**src/rtl/mempool_pkg.sv**
```systemverilog
// rtl/mempool_pkg.sv - shared MemPool constants and AXI-Lite types for the RO cache control block
package mempool_pkg;

    localparam int unsigned ROCacheNumAddrRules = 4;
    localparam int unsigned ROCacheMaxAddrRules = 16;

    localparam logic [7:0] ROCacheCtrlOffsetEnable = 8'h00;
    localparam logic [7:0] ROCacheCtrlOffsetFlush  = 8'h04;
    localparam logic [7:0] ROCacheCtrlOffsetInfo   = 8'h08;
    localparam logic [7:0] ROCacheCtrlOffsetRules  = 8'h10;

    typedef enum logic [1:0] {
        AxiRespOkay   = 2'b00,
        AxiRespSlvErr = 2'b10
    } axi_resp_e;

    typedef struct packed {
        logic [31:0] addr;
        logic [2:0]  prot;
    } axi_lite_ax_t;

    typedef struct packed {
        logic [31:0] data;
        logic [3:0]  strb;
    } axi_lite_w_t;

    typedef struct packed {
        logic [1:0] resp;
    } axi_lite_b_t;

    typedef struct packed {
        logic [31:0] data;
        logic [1:0]  resp;
    } axi_lite_r_t;

    typedef struct packed {
        axi_lite_ax_t aw;
        logic         aw_valid;
        axi_lite_w_t  w;
        logic         w_valid;
        logic         b_ready;
        axi_lite_ax_t ar;
        logic         ar_valid;
        logic         r_ready;
    } axi_lite_slv_req_t;

    typedef struct packed {
        logic        aw_ready;
        logic        w_ready;
        axi_lite_b_t b;
        logic        b_valid;
        logic        ar_ready;
        axi_lite_r_t r;
        logic        r_valid;
    } axi_lite_slv_resp_t;

    // Merge a 32-bit write into an existing word, byte lanes selected by strb.
    function automatic logic [31:0] apply_strb(input logic [31:0] old_val,
                                               input logic [31:0] new_val,
                                               input logic [3:0]  strb);
        logic [31:0] res;
        for (int b = 0; b < 4; b++) begin
            res[8*b +: 8] = strb[b] ? new_val[8*b +: 8] : old_val[8*b +: 8];
        end
        return res;
    endfunction

endpackage

```
**src/rtl/ro_cache_flush_fsm.sv**
```systemverilog
// rtl/ro_cache_flush_fsm.sv - flush handshake with NumCaches RO caches
module ro_cache_flush_fsm
    import mempool_pkg::*;
#(
    parameter int unsigned NumCaches = 1
) (
    input  logic                 clk_i,
    input  logic                 rst_ni,
    input  logic                 start_i,
    output logic [NumCaches-1:0] flush_valid_o,
    input  logic [NumCaches-1:0] flush_ready_i,
    output logic                 busy_o
);

    localparam logic [0:0] StIdle     = 1'b0;
    localparam logic [0:0] StFlushing = 1'b1;

    logic [0:0]           state_q;
    logic [NumCaches-1:0] pending_q;
    logic [NumCaches-1:0] pending_left;

    assign pending_left = pending_q & ~flush_ready_i;

    // A start while flushing is dropped: no restart and no queueing.
    always_ff @(posedge clk_i) begin
        if (!rst_ni) begin
            state_q   <= StIdle;
            pending_q <= '0;
        end else begin
            case (state_q)
                StIdle: begin
                    if (start_i) begin
                        state_q   <= StFlushing;
                        pending_q <= '1;
                    end
                end
                default: begin
                    pending_q <= pending_left;
                    if (pending_left == '0) begin
                        state_q <= StIdle;
                    end
                end
            endcase
        end
    end

    assign flush_valid_o = pending_q;
    assign busy_o        = (state_q == StFlushing);

endmodule

```
**src/rtl/mempool_ro_cache_ctrl.sv**
```systemverilog
// rtl/mempool_ro_cache_ctrl.sv - AXI-Lite register block programming the group RO caches
module mempool_ro_cache_ctrl
    import mempool_pkg::*;
#(
    parameter int unsigned NumAddrRules    = ROCacheNumAddrRules,
    parameter int unsigned NumCaches       = 1,
    parameter int unsigned AddrWidth       = 32,
    parameter type         axi_lite_req_t  = axi_lite_slv_req_t,
    parameter type         axi_lite_resp_t = axi_lite_slv_resp_t
) (
    input  logic                                  clk_i,
    input  logic                                  rst_ni,
    input  axi_lite_req_t                         axi_lite_slv_req_i,
    output axi_lite_resp_t                        axi_lite_slv_resp_o,
    output logic                                  enable_o,
    output logic [NumAddrRules-1:0][AddrWidth-1:0] start_addr_o,
    output logic [NumAddrRules-1:0][AddrWidth-1:0] end_addr_o,
    output logic [NumCaches-1:0]                  flush_valid_o,
    input  logic [NumCaches-1:0]                  flush_ready_i,
    output logic                                  flush_busy_o
);

    localparam logic [29:0]  EnableWord = 30'(ROCacheCtrlOffsetEnable >> 2);
    localparam logic [29:0]  FlushWord  = 30'(ROCacheCtrlOffsetFlush >> 2);
    localparam logic [29:0]  InfoWord   = 30'(ROCacheCtrlOffsetInfo >> 2);
    localparam int unsigned  RulesWord  = int'(ROCacheCtrlOffsetRules >> 2);
    localparam logic [31:0]  InfoValue  = {16'h0, 8'(NumCaches), 8'(NumAddrRules)};

    logic                                   enable_q;
    logic [NumAddrRules-1:0][AddrWidth-1:0] start_q, end_q;
    logic                                   b_valid_q, r_valid_q;
    logic [1:0]                             b_resp_q, r_resp_q;
    logic [31:0]                            r_data_q;
    logic [29:0]                            aw_word, ar_word;
    logic                                   wr_ready, aw_hs, ar_ready, ar_hs;
    logic                                   wr_mapped, flush_start, busy;
    logic [31:0]                            wdata;
    logic [3:0]                             wstrb;
    logic                                   unused_bits;

    assign aw_word = axi_lite_slv_req_i.aw.addr[31:2];
    assign ar_word = axi_lite_slv_req_i.ar.addr[31:2];
    assign wdata   = axi_lite_slv_req_i.w.data;
    assign wstrb   = axi_lite_slv_req_i.w.strb;
    assign unused_bits = ^{axi_lite_slv_req_i.aw.addr[1:0], axi_lite_slv_req_i.aw.prot,
                           axi_lite_slv_req_i.ar.addr[1:0], axi_lite_slv_req_i.ar.prot};

    assign wr_ready = rst_ni && axi_lite_slv_req_i.aw_valid && axi_lite_slv_req_i.w_valid && !b_valid_q;
    assign aw_hs    = wr_ready;
    assign ar_ready = rst_ni && !r_valid_q;
    assign ar_hs    = ar_ready && axi_lite_slv_req_i.ar_valid;

    // INFO is read-only, so it is deliberately absent from the writable set.
    always_comb begin
        wr_mapped = (aw_word == EnableWord) || (aw_word == FlushWord);
        for (int i = 0; i < NumAddrRules; i++) begin
            if (aw_word == 30'(RulesWord + 2*i) || aw_word == 30'(RulesWord + 2*i + 1)) begin
                wr_mapped = 1'b1;
            end
        end
    end

    assign flush_start = aw_hs && (aw_word == FlushWord) && wstrb[0] && wdata[0];

    function automatic logic [33:0] read_word(input logic [29:0] word);
        logic [33:0] res;
        res = {AxiRespSlvErr, 32'h0};
        if (word == EnableWord) res = {AxiRespOkay, 31'h0, enable_q};
        if (word == FlushWord)  res = {AxiRespOkay, 31'h0, busy};
        if (word == InfoWord)   res = {AxiRespOkay, InfoValue};
        for (int i = 0; i < NumAddrRules; i++) begin
            if (word == 30'(RulesWord + 2*i))     res = {AxiRespOkay, 32'(start_q[i])};
            if (word == 30'(RulesWord + 2*i + 1)) res = {AxiRespOkay, 32'(end_q[i])};
        end
        return res;
    endfunction

    always_ff @(posedge clk_i) begin
        if (!rst_ni) begin
            enable_q  <= 1'b0;
            start_q   <= '0;
            end_q     <= '0;
            b_valid_q <= 1'b0;
            b_resp_q  <= 2'b00;
        end else begin
            if (b_valid_q && axi_lite_slv_req_i.b_ready) begin
                b_valid_q <= 1'b0;
            end
            if (aw_hs) begin
                b_valid_q <= 1'b1;
                b_resp_q  <= wr_mapped ? AxiRespOkay : AxiRespSlvErr;
                if (aw_word == EnableWord && wstrb[0]) begin
                    enable_q <= wdata[0];
                end
                for (int i = 0; i < NumAddrRules; i++) begin
                    if (aw_word == 30'(RulesWord + 2*i)) begin
                        start_q[i] <= AddrWidth'(apply_strb(32'(start_q[i]), wdata, wstrb));
                    end
                    if (aw_word == 30'(RulesWord + 2*i + 1)) begin
                        end_q[i] <= AddrWidth'(apply_strb(32'(end_q[i]), wdata, wstrb));
                    end
                end
            end
        end
    end

    // Read data is captured before any same-edge write lands, so it returns the old value.
    always_ff @(posedge clk_i) begin
        if (!rst_ni) begin
            r_valid_q <= 1'b0;
            r_resp_q  <= 2'b00;
            r_data_q  <= 32'h0;
        end else begin
            if (r_valid_q && axi_lite_slv_req_i.r_ready) begin
                r_valid_q <= 1'b0;
            end
            if (ar_hs) begin
                r_valid_q              <= 1'b1;
                {r_resp_q, r_data_q}   <= read_word(ar_word);
            end
        end
    end

    ro_cache_flush_fsm #(
        .NumCaches (NumCaches)
    ) i_flush_fsm (
        .clk_i         (clk_i),
        .rst_ni        (rst_ni),
        .start_i       (flush_start),
        .flush_valid_o (flush_valid_o),
        .flush_ready_i (flush_ready_i),
        .busy_o        (busy)
    );

    always_comb begin
        axi_lite_slv_resp_o          = '0;
        axi_lite_slv_resp_o.aw_ready = wr_ready;
        axi_lite_slv_resp_o.w_ready  = wr_ready;
        axi_lite_slv_resp_o.b_valid  = b_valid_q;
        axi_lite_slv_resp_o.b.resp   = b_resp_q;
        axi_lite_slv_resp_o.ar_ready = ar_ready;
        axi_lite_slv_resp_o.r_valid  = r_valid_q;
        axi_lite_slv_resp_o.r.data   = r_data_q;
        axi_lite_slv_resp_o.r.resp   = r_resp_q;
    end

    assign enable_o     = enable_q;
    assign start_addr_o = start_q;
    assign end_addr_o   = end_q;
    assign flush_busy_o = busy;

endmodule
```
**config.mk**
```make
export PLATFORM = sky130hd
export DESIGN_NAME = mempool_ro_cache_ctrl
export DESIGN_NICKNAME = d
export VERILOG_FILES = /design/src/rtl/mempool_pkg.sv /design/src/rtl/ro_cache_flush_fsm.sv /design/src/rtl/mempool_ro_cache_ctrl.sv
export SDC_FILE = /design/constraint.sdc
export NUM_CORES = 1
export LEC_CHECK = 0
export ABC_AREA = 1
export BUFFER_PORTS_ARGS = -buffer_cell sky130_fd_sc_hd__clkbuf_2
export CELL_PAD_IN_SITES_DETAIL_PLACEMENT = 1
export CELL_PAD_IN_SITES_GLOBAL_PLACEMENT = 1
export CORE_MARGIN = 4
export CORE_UTILIZATION = 39
export CTS_CLUSTER_SIZE = 8
export DETAILED_ROUTE_END_ITERATION = 16
export GPL_TIMING_DRIVEN = 0
export PLACE_DENSITY_LB_ADDON = 0.2
export SETUP_SLACK_MARGIN = 0.1
export SLEW_MARGIN = 15
export SYNTH_ARGS = -nofsm -noshare
export SYNTH_HDL_FRONTEND = slang
export SYNTH_SLANG_ARGS = --single-unit
```
**constraint.sdc**
```tcl
create_clock -name clk_i -period 6.7 [get_ports clk_i]
set_input_delay 1.34 -clock clk_i [delete_from_list [all_inputs] [get_ports clk_i]]
set_output_delay 1.34 -clock clk_i [all_outputs]
set_load 0.05 [all_outputs]
```
# == Yosys cells after proc, flatten, opt, wreduce, memory -nomap -nowiden ==
# Index checks and enable logic that the tools add are counted.
# W data, S select, Z words.
# totals
out_inout_bits,300
word_cells,142
register_bits,297
input_bits,114
# op_classes
eq_ne,19
mux,25
n_reduce_logical,56
n_bitwise,2
# ops
op,count
$mux W34,11
$eq A30 B3 Y1 const B,8
$eq A30 B4 Y1 const B,8
$reduce_and A3 Y1,32
$eq A30 B1 Y1 const B,2
$logic_not A30 Y1,2
$eq A30 B2 Y1 const B,1
$mux W1,13
$logic_and A1 B1 Y1,11
$reduce_bool A2 Y1,3
$logic_or A1 B1 Y1,5
$logic_not A1 Y1,2
$mux W2,1
$reduce_and A2 Y1,1
$and A1 B1 Y1,1
$not A1 Y1,1

# == Longest topological paths before layout ==
# Gate-level depths: netlist of the first run.
# logic_depth
ltp_word,12
depth_mapped,17
depth_no_buf,17

# == By module ==
# Synthesis of the first run repeated with hierarchy kept, for this count alone.
# unflattened
cells_unflattened,1938
area_unflattened_um2,13534.2
# modules_own_cells
module,cells_per_inst,area_per_inst_um2,instances,seq_area_each_um2
mempool_ro_cache_ctrl,1929,13460.4,1,5865.6
ro_cache_flush_fsm,9,73.8,1,40.0

# == Least setup slack after synthesis of the first run ==
# OpenSTA, ideal clock, no wires.
# synth_timing
path_type,input to output
startpoint,in rst_ni
endpoint,out axi_lite_slv_resp_o[39] (netlist bit)
path_slack_ns,3.364
t_arrival_ns,1.996
t_required_ns,5.360
stages,4
n_path_buf,3
cell_sequence,buf_2 and3_1 buf_2 buf_4
# synth_via
elab_chain_cells,3
# synth_lines
element,line,text
"start, declared",mempool_ro_cache_ctrl.sv:12,"input logic rst_ni,"
$logic_and A1 B1 Y1 (3 in series),mempool_ro_cache_ctrl.sv:48,assign wr_ready = rst_ni && axi_lite_slv_req_i.aw_valid && axi_lite_slv_req_i.w_valid && !b_valid_q;
"end, declared",mempool_ro_cache_ctrl.sv:14,"output axi_lite_resp_t axi_lite_slv_resp_o,"
# No other way between the ends.

# == Worst setup path after layout of the first run ==
# layout_timing
startpoint,in rst_ni
endpoint,out axi_lite_slv_resp_o[40] (netlist bit)
# The elaborated chain is that of the path after synthesis.

==> flow_metrics.env, run 1 <==
export IMPL_ys_seq_elements=295
export IMPL_ant_nets=0
export IMPL_rsz0062_at_grt="no"
export IMPL_finalNonFillerCells=2707
export IMPL_synthArstFlopShare_pct=0
export IMPL_rr_startpoint="b_valid_q"
export IMPL_slew_headroom_pct=34.9
export IMPL_use_met3_pct=6.93
export IMPL_synth_avg_cell_area_um2=7.36
export IMPL_slew_viol_final=0
export IMPL_peakVddDrop_uv=159
export IMPL_cts_buffer_depth=3
export IMPL_drive_gt1_share_pct=24.9
export IMPL_cp_max_fo=10
export IMPL_dieArea_mm2=0.0372
export IMPL_worst_pin_slew_ns=0.972
export IMPL_synthToLayoutAreaGrowth_pct=27.8
export IMPL_finalSetupViolCount=0
export IMPL_routedWlPerCell_um=24.1
export IMPL_min_delay_path_depth=2
export IMPL_power_density_mw_per_mm2=229
export IMPL_clk_root_buffer_cell="clkbuf_16"
export IMPL_place_port_buffers=401
export IMPL_worstSetupStartpointType="input port"
export IMPL_period_share_pct=58.5
export IMPL_min_path_type="reg -> reg"
export IMPL_drt_iter0_drc=945
export IMPL_vias=15000
export IMPL_cp_data_arrival_time_ns=2.58
export IMPL_clock_latency_ns=0.53
export IMPL_die_x_um=193
export IMPL_grt_usage_pct=33.6
export IMPL_max_freq_mhz=255
export IMPL_routed_wl_mm=65.1
export IMPL_finalHoldViolations=0
export IMPL_hold_slack_ns=0.458
export IMPL_post_cts_buffers=0
export IMPL_netlist_area_mm2=0.0133
export IMPL_slowest_stage="buf_2"
export IMPL_synth_cell_types=45
export IMPL_skew_ns=0.0153
export IMPL_cp_end_kind="output pin"
export IMPL_drv_cap=0
export IMPL_cts_hold_buf=0
export IMPL_period_needed_ns=3.92
export IMPL_slowest_delay_ns=0.26
export IMPL_numCtsBuffers=42
export IMPL_grt_antenna_before_repair=2
export IMPL_drc=0
export IMPL_dieHeight_um=193
export IMPL_grt_pass1_vias=14900
export IMPL_hpwl_mm=50.4
export IMPL_status="complete, no violations"
export IMPL_worstRegToRegCells=9
export IMPL_synth_edf_count=0
export IMPL_start_util_pct=39.6
export IMPL_cts_repair_resize_count=0
export IMPL_path_clk_slew_ns=0.05
export IMPL_cp_cell_sequence="clkbuf_2 -> buf_2 -> and3_1 -> buf_2 -> buf_4 -> clkbuf_2"
export IMPL_grt_max_degree=11
export IMPL_fin_setup_tns_ns=0
export IMPL_diodes=0
export IMPL_finalPower_mw=3.89
export IMPL_fin_nets=2371
export IMPL_dp_slack_ns=2.54
export IMPL_htreeDepth=2
export IMPL_use_met1_pct=43.8
export IMPL_num_fill_cells=4397
export IMPL_place_area_mm2=0.0159
export IMPL_grt_overflow=0
export IMPL_crit_type="in -> out"
export IMPL_worstReg2RegEnd="start_addr_o[118]"
export IMPL_min_from="end_addr_o[91]"
export IMPL_seq_area_frac_synth_pct=44.3
export IMPL_worstPathRequired_ns=5.36
export IMPL_fin_ws_ns=2.78
export IMPL_num_rows=67
export IMPL_gp_congestion=0.916
export IMPL_grtUsageMet2_pct=55.8
export IMPL_cts_tree="done"
export IMPL_reg2reg_slack_ns=4.24
export IMPL_design_area_mm2=0.0170
export IMPL_netlist_instances=1811
export IMPL_grt_pass1_wl_mm=93.7
export IMPL_p_leak_nw=7.34
export IMPL_avgViaCountPerCell=5.52
export IMPL_io_pins=414
export IMPL_ys_flop_type="dfxtp_1"
export IMPL_holdPathEnd="end_addr_o[91]"
export IMPL_grt_busiest_layer="met2"
export IMPL_post_route_util_pct=50.6
export IMPL_drtPass1Iterations=5
export IMPL_coreArea_mm2=0.0336
export IMPL_placedCellCount=2661
export IMPL_clock_sinks=295
export IMPL_yosys_warnings=0
worst max-delay path, delay by kind of cell:
family,cells,cell delay (ns)
buffers and inverters,5,1.05
and+or+nand+nor,1,0.18
cell usage in the layout (no fill, tap or decap), types with 14 or more instances in the layout:
cell type,netlist,layout
clkbuf_1,46,47
o21ai_0,203,203
inv_1,273,273
nand3_1,46,46
a21oi_1,203,203
buf_2,35,35
clkbuf_16,0,45
a211oi_1,81,81
nand2_1,280,280
nor2_4,14,14
clkbuf_2,0,401
nor2_1,163,163
dfxtp_1,295,295
a211oi_2,17,17
nand4_1,33,33
layer usage:
layer | routed length, um | part of all wire [%]
met5 | 17 | 0.026
met4 | 2160 | 3.3
met3 | 6180 | 9.5
met2 | 30600 | 47
met1 | 26200 | 40
power breakdown:
part / switching [mW] / internal (mW) / leakage, nW / total (mW)
Clock: 0.765 / 1.17 / 0.556 / 1.93
Sequential: 0.00139 / 1.76 / 2.38 / 1.76
Combinational: 0.150 / 0.0495 / 4.41 / 0.200
synth_stat cells, types with 3 or more instances:
library cell / n / area share, %
nand2_1: 280 / 7.9
clkbuf_1: 46 / 1.3
nor4_1: 5 / 0.23
nor2_1: 163 / 4.6
a211oi_2: 17 / 1.6
nand3_2: 3 / 0.23
o21ai_1: 11 / 0.41
o2111ai_1: 7 / 0.46
buf_2: 35 / 1.3
a22oi_1: 12 / 0.68
inv_2: 4 / 0.11
a21oi_1: 203 / 7.6
a22o_1: 10 / 0.66
nand3_1: 46 / 1.7
nor3_4: 4 / 0.49
buf_4: 12 / 0.68
buf_6: 8 / 0.68
o21ai_0: 203 / 7.6
inv_1: 273 / 7.7
nand4_1: 33 / 1.5
nor3_2: 6 / 0.45
nor2_4: 14 / 1.2
nor3_1: 8 / 0.30
nor2_2: 6 / 0.28
dfxtp_1: 295 / 44
a211oi_1: 81 / 4.6
worst max-delay path by stage:
stage	from	slack, ns	end	cells past startpoint
after floorplan	rst_ni	3.36	axi_lite_slv_resp_o[39]	4
after global placement	axi_lite_slv_req_i[11]	2.56	r_data_q[20]	14
after detailed placement	axi_lite_slv_req_i[11]	2.54	r_data_q[20]	14
after CTS	rst_ni	2.80	axi_lite_slv_resp_o[40]	6
after global routing	rst_ni	2.73	axi_lite_slv_resp_o[40]	6
final	rst_ni	2.78	axi_lite_slv_resp_o[40]	6
sequential cells by signal (all words and copies together) (netlist names):
name / count
b_valid_q: 1
i_flush_fsm.flush_valid_o: 1
r_valid_q: 1
r_data_q: 32
enable_o: 1
b_resp_q: 1
i_flush_fsm.busy_o: 1
r_resp_q: 1
end_addr_o: 128
start_addr_o: 128
kinds of logic (layout without fill, tap and decap cells):
logic type / count (synthesis) / in the layout / share of synthesized area [%]
and+or+nand+nor: 582 / 582 / 19.7
AOI/OAI and AO/OA: 550 / 550 / 24.0
buffers and inverters: 382 / 829 / 11.9
DFF: 295 / 295 / 44.3
other: 1 / 2 / 0.0281
muxes: 1 / 1 / 0.0751
cell type report:
cell class	count	area, um2	area share (%)
Sequential cell	295	5910	34.7
Tap cell	448	561	3.29
Timing Repair Buffer	401	2010	11.8
Buffer	103	536	3.15
Inverter	279	1050	6.17
Multi-Input combinational cell	1135	5840	34.3
Clock buffer	46	1130	6.64
No activity file was read; power rests on OpenSTA's default activity.
==> run 2: changes to the inputs <==
Settings changed: CORE_UTILIZATION 39 to 36.
Clock period 6.7 ns to 3.73 ns, I/O delays scaled along.
==> flow_metrics.env, run 2 (same netlist as run 1, synthesis figures left out) <==
export IMPL_io_pins=414
export IMPL_worstPathRequired_ns=4.17
export IMPL_cts_buffer_depth=3
export IMPL_dieArea_mm2=0.0402
export IMPL_dp_slack_ns=0.156
export IMPL_num_rows=70
export IMPL_cts_tree="done"
export IMPL_drv_cap=0
export IMPL_grt_antenna_before_repair=1
export IMPL_gp_congestion=0.934
export IMPL_final_cell_mix="clkbuf_2, dfxtp_1, nand2_1"
export IMPL_layout_cells_most_common="clkbuf_2"
export IMPL_finalSetupViolCount=0
export IMPL_cp_common_cell="nand2_1"
export IMPL_post_cts_buffers=0
export IMPL_fin_setup_tns_ns=0
export IMPL_min_from="axi_lite_slv_req_i[0]"
export IMPL_status="complete, no violations"
export IMPL_drc=0
export IMPL_drtPass1Iterations=5
export IMPL_grt_overflow=0
export IMPL_numCtsBuffers=42
export IMPL_clk_root_buffer_cell="clkbuf_16"
export IMPL_place_port_buffers=401
export IMPL_cts_repair_resize_count=0
export IMPL_avgViaCountPerCell=5.38
export IMPL_grt_pass1_vias=14800
export IMPL_min_path_type="in -> reg"
export IMPL_worst_pin_slew_ns=1.06
export IMPL_peakVddDrop_uv=289
export IMPL_cp_cell_sequence="clkbuf_2 -> inv_1 -> nand2_1 -> nor2_1 -> nand2_1 -> nor2_2 -> buf_2 -> nand3_1 -> inv_1 -> clkbuf_1 -> a21oi_1 -> nand4_1 -> nand2_1 -> a21oi_1"
export IMPL_grt_usage_pct=31.1
export IMPL_period_share_pct=83.1
export IMPL_power_density_mw_per_mm2=407
export IMPL_num_fill_cells=4688
export IMPL_clock_latency_ns=0.53
export IMPL_holdPathEnd="r_valid_q"
export IMPL_critical_path_top_delay_family="buffers and inverters"
export IMPL_min_delay_path_depth=2
export IMPL_crit_type="in -> reg"
export IMPL_cp_data_arrival_time_ns=3.54
export IMPL_htreeDepth=2
export IMPL_crit_buf_inv=5
export IMPL_die_x_um=200
export IMPL_grt_pass1_wl_mm=95.3
export IMPL_start_util_pct=36.5
export IMPL_reg2reg_slack_ns=1.38
export IMPL_path_clk_slew_ns=0.05
export IMPL_grt_max_degree=11
export IMPL_fin_nets=2371
export IMPL_hpwl_mm=51.4
export IMPL_rr_startpoint="b_valid_q"
export IMPL_worstRegToRegCells=9
export IMPL_coreArea_mm2=0.0365
export IMPL_slew_headroom_pct=29.1
export IMPL_ant_nets=0
export IMPL_clock_sinks=295
export IMPL_max_freq_mhz=322
export IMPL_period_needed_ns=3.10
export IMPL_synthToLayoutAreaGrowth_pct=27.7
export IMPL_cts_hold_buf=0
export IMPL_slowest_stage="clkbuf_1"
export IMPL_skew_ns=0.0173
export IMPL_drt_iter0_drc=1066
export IMPL_p_leak_nw=7.32
export IMPL_worstSetupStartpointType="input port"
export IMPL_rsz0062_at_grt="no"
export IMPL_finalHoldViolations=0
export IMPL_finalPower_mw=6.92
export IMPL_slowest_delay_ns=0.64
export IMPL_cp_max_fo=10
export IMPL_routedWlPerCell_um=24.1
export IMPL_worstReg2RegEnd="start_addr_o[118]"
export IMPL_cp_end_kind="register"
export IMPL_dieHeight_um=200
export IMPL_drive_gt1_share_pct=24.8
export IMPL_routed_wl_mm=65.8
export IMPL_vias=14700
export IMPL_slew_viol_final=0
export IMPL_fin_ws_ns=0.629
[run 2: changes by cell type in the layout (fill, tap and decap cells not counted)]
cell	before	now
clkbuf_16	45	43
inv_6	0	1
diode_2	0	2
[run 2: worst max path at each step]
stage	end	from	slack (ns)	depth (start not counted)
after floorplan	start_addr_o[36]	axi_lite_slv_req_i[102]	1.31	12
after global placement	r_data_q[20]	axi_lite_slv_req_i[25]	0.19	14
after detailed placement	r_data_q[20]	axi_lite_slv_req_i[25]	0.16	14
after CTS	r_data_q[20]	axi_lite_slv_req_i[25]	0.69	14
after global routing	r_data_q[20]	axi_lite_slv_req_i[25]	0.45	14
final	r_data_q[20]	axi_lite_slv_req_i[25]	0.63	14
[run 2: layout make-up]
type / instances / area [um2] / area share, %
sequential: 295 / 5910 / 34.7
multi-input combinational: 1135 / 5840 / 34.3
timing repair buffer: 401 / 2010 / 11.8
clock buffer: 44 / 1080 / 6.35
inverter: 279 / 1050 / 6.17
tap: 468 / 586 / 3.44
buffer: 103 / 536 / 3.15
clock inverter: 1 / 8.76 / 0.0515
antenna: 2 / 5.00 / 0.0294
[run 2: report_power, final]
group / total (mW) / switching, mW / leakage [nW] / internal (mW)
clock network: 3.40 / 1.38 / 0.536 / 2.02
registers: 3.16 / 0.00280 / 2.38 / 3.16
logic: 0.357 / 0.267 / 4.41 / 0.0890
[run 2: stage by stage]
step	instance area, um2	std cells	utilization [%]	hold slack, ns
5_1_grt	17000	2727	46.6	0.453
3_3_place_gp	15900	2681	43.6	0.449
4_1_cts	17000	2726	46.6	0.433
6_report	17000	2728	46.6	0.440
2_1_floorplan	13300	1812	-	0.450
3_5_place_dp	15900	2681	43.6	0.455
[run 2: layer usage]
layer	wire length (um)	up-vias	GRT usage [%]
met5	0	-	0
met4	2080	0	9.51
met3	5490	114	7.14
met2	30500	577	51.7
met1	27700	7127	40.4
li1	-	6845	-
[run 2: worst register-to-register path, cell delays in order, from the launching register on]
cell and delay (ns):
dfxtp_1 0.34, nor2_1 0.10, and3_1 0.13, buf_2 0.26, nand2_1 0.36, inv_1 0.22, nand2_1 0.29, buf_2 0.32
o21ai_0 0.17, a21oi_1 0.05
==> run 3: changes to the inputs <==
Clock period 3.73 ns to 3.1 ns, I/O delays scaled along.
==> flow_metrics.env, run 3 (same netlist as run 1, synthesis figures left out) <==
export IMPL_worstRegToRegCells=9
export IMPL_hold_slack_ns=0.315
export IMPL_drt_iter0_drc=1107
export IMPL_place_port_buffers=401
export IMPL_critical_path_startpoint="axi_lite_slv_req_i[11]"
export IMPL_drc=0
export IMPL_worstSetupStartpointType="input port"
export IMPL_post_cts_buffers=0
export IMPL_htreeDepth=2
export IMPL_path_clk_slew_ns=0.05
export IMPL_clk_root_buffer_cell="clkbuf_16"
export IMPL_p_leak_nw=7.33
export IMPL_gp_congestion=0.934
export IMPL_routed_wl_mm=65.8
export IMPL_start_util_pct=36.5
export IMPL_crit_type="in -> reg"
export IMPL_holdPathEnd="r_valid_q"
export IMPL_worst_pin_slew_ns=1.06
export IMPL_power_density_mw_per_mm2=489
export IMPL_cp_max_fo=10
export IMPL_period_needed_ns=2.90
export IMPL_peakVddDrop_uv=348
export IMPL_rr_startpoint="b_valid_q"
export IMPL_grt_antenna_before_repair=1
export IMPL_drv_cap=0
export IMPL_min_delay_path_depth=2
export IMPL_dieHeight_um=200
export IMPL_cts_buffer_depth=3
export IMPL_drive_gt1_share_pct=24.9
export IMPL_slew_viol_final=0
export IMPL_grt_pass1_vias=14800
export IMPL_drtPass1Iterations=6
export IMPL_status="complete, no violations"
export IMPL_ant_nets=0
export IMPL_min_path_type="in -> reg"
export IMPL_fin_nets=2371
export IMPL_cts_repair_resize_count=0
export IMPL_placedCellCount=2681
export IMPL_vias=14700
export IMPL_dieArea_mm2=0.0402
export IMPL_numCtsBuffers=42
export IMPL_final_cell_mix="clkbuf_2, dfxtp_1, nand2_1"
export IMPL_slew_headroom_pct=29.4
export IMPL_io_pins=414
export IMPL_grt_usage_pct=31.1
export IMPL_reg2reg_slack_ns=0.71
export IMPL_worstPathRequired_ns=3.52
export IMPL_routedWlPerCell_um=24.1
export IMPL_die_x_um=200
export IMPL_cts_hold_buf=0
export IMPL_grt_max_degree=11
export IMPL_clock_sinks=295
export IMPL_finalHoldViolations=0
export IMPL_hpwl_mm=51.4
export IMPL_avgViaCountPerCell=5.38
export IMPL_min_from="axi_lite_slv_req_i[0]"
export IMPL_synthToLayoutAreaGrowth_pct=27.7
export IMPL_skew_ns=0.0174
export IMPL_grt_pass1_wl_mm=95.3
export IMPL_cp_end_kind="register"
export IMPL_cts_tree="done"
export IMPL_layout_cells_most_common="clkbuf_2"
export IMPL_max_freq_mhz=344
export IMPL_finalNonFillerCells=2728
export IMPL_finalSetupViolCount=0
export IMPL_coreArea_mm2=0.0365
export IMPL_rsz0062_at_grt="yes"
export IMPL_clock_latency_ns=0.53
export IMPL_grt_overflow=0
export IMPL_period_share_pct=93.7
export IMPL_cp_data_arrival_time_ns=3.32
export IMPL_worstReg2RegEnd="start_addr_o[118]"
export IMPL_num_rows=70
-- run 3: cell counts in the layout (fill, tap and decap cells not counted) --
Identical to the previous run, type by type.
-- run 3: area by class of cell --
cell class	count	area [um2]
well taps	468	586
clock inverters	1	8.76
clock buffers	44	1080
fillers	4684	19500
plain buffers	103	537
repair buffers	401	2010
inverters	279	1050
multi-input cells	1135	5840
diodes	2	5.00
flip-flops and latches	295	5910
-- run 3: worst max-delay path by stage --
stage                     depth (start not counted)  slack (ns)          endpoint
after floorplan                                  12        0.80  start_addr_o[36]
after global placement                           14       -0.31      r_data_q[20]
after detailed placement                         14       -0.35      r_data_q[20]
after CTS                                        14        0.19      r_data_q[20]
after global routing                             15        0.08      r_data_q[27]
final                                            18        0.20      r_data_q[19]
-- run 3: metrics by stage --
step	setup WS, ns	total power, mW	area (um2)	util [%]	setup TNS [ns]
2_1_floorplan	0.801	4.08	13300	-	0
3_3_place_gp	-0.310	4.29	15900	43.6	-3.45
3_5_place_dp	-0.348	4.30	15900	43.6	-4.94
4_1_cts	0.187	8.34	17000	46.6	0
5_1_grt	0.0782	8.55	17000	46.6	0
6_report	0.196	8.33	17000	46.6	0
-- run 3: critical path, stage by stage --
cell,delay [ns]
clkbuf_2,0.08
inv_1,0.03
nand2_1,0.06
nor2_1,0.05
buf_4,0.16
nand2_1,0.16
nor2_1,0.09
inv_1,0.16
nor2_4,0.09
nor2_1,0.31
buf_2,0.35
o21ai_0,0.12
o21ai_0,0.62
nand2_1,0.13
nand2_1,0.10
nand2_1,0.06
nand2_1,0.06
nand2_1,0.04
-- run 3: layer usage --
layer	global-route usage, %	vias up	part of all wire, %
met5	0	-	0
li1	-	6849	-
met2	51.7	564	47
met3	7.14	109	8.1
met4	9.51	0	3.1
met1	40.4	7155	42
-- run 3: power by group --
part / switching, mW / internal, mW
logic: 0.323 / 0.107
registers: 0.00338 / 3.80
clock network: 1.67 / 2.43
total: 2.00 / 6.33
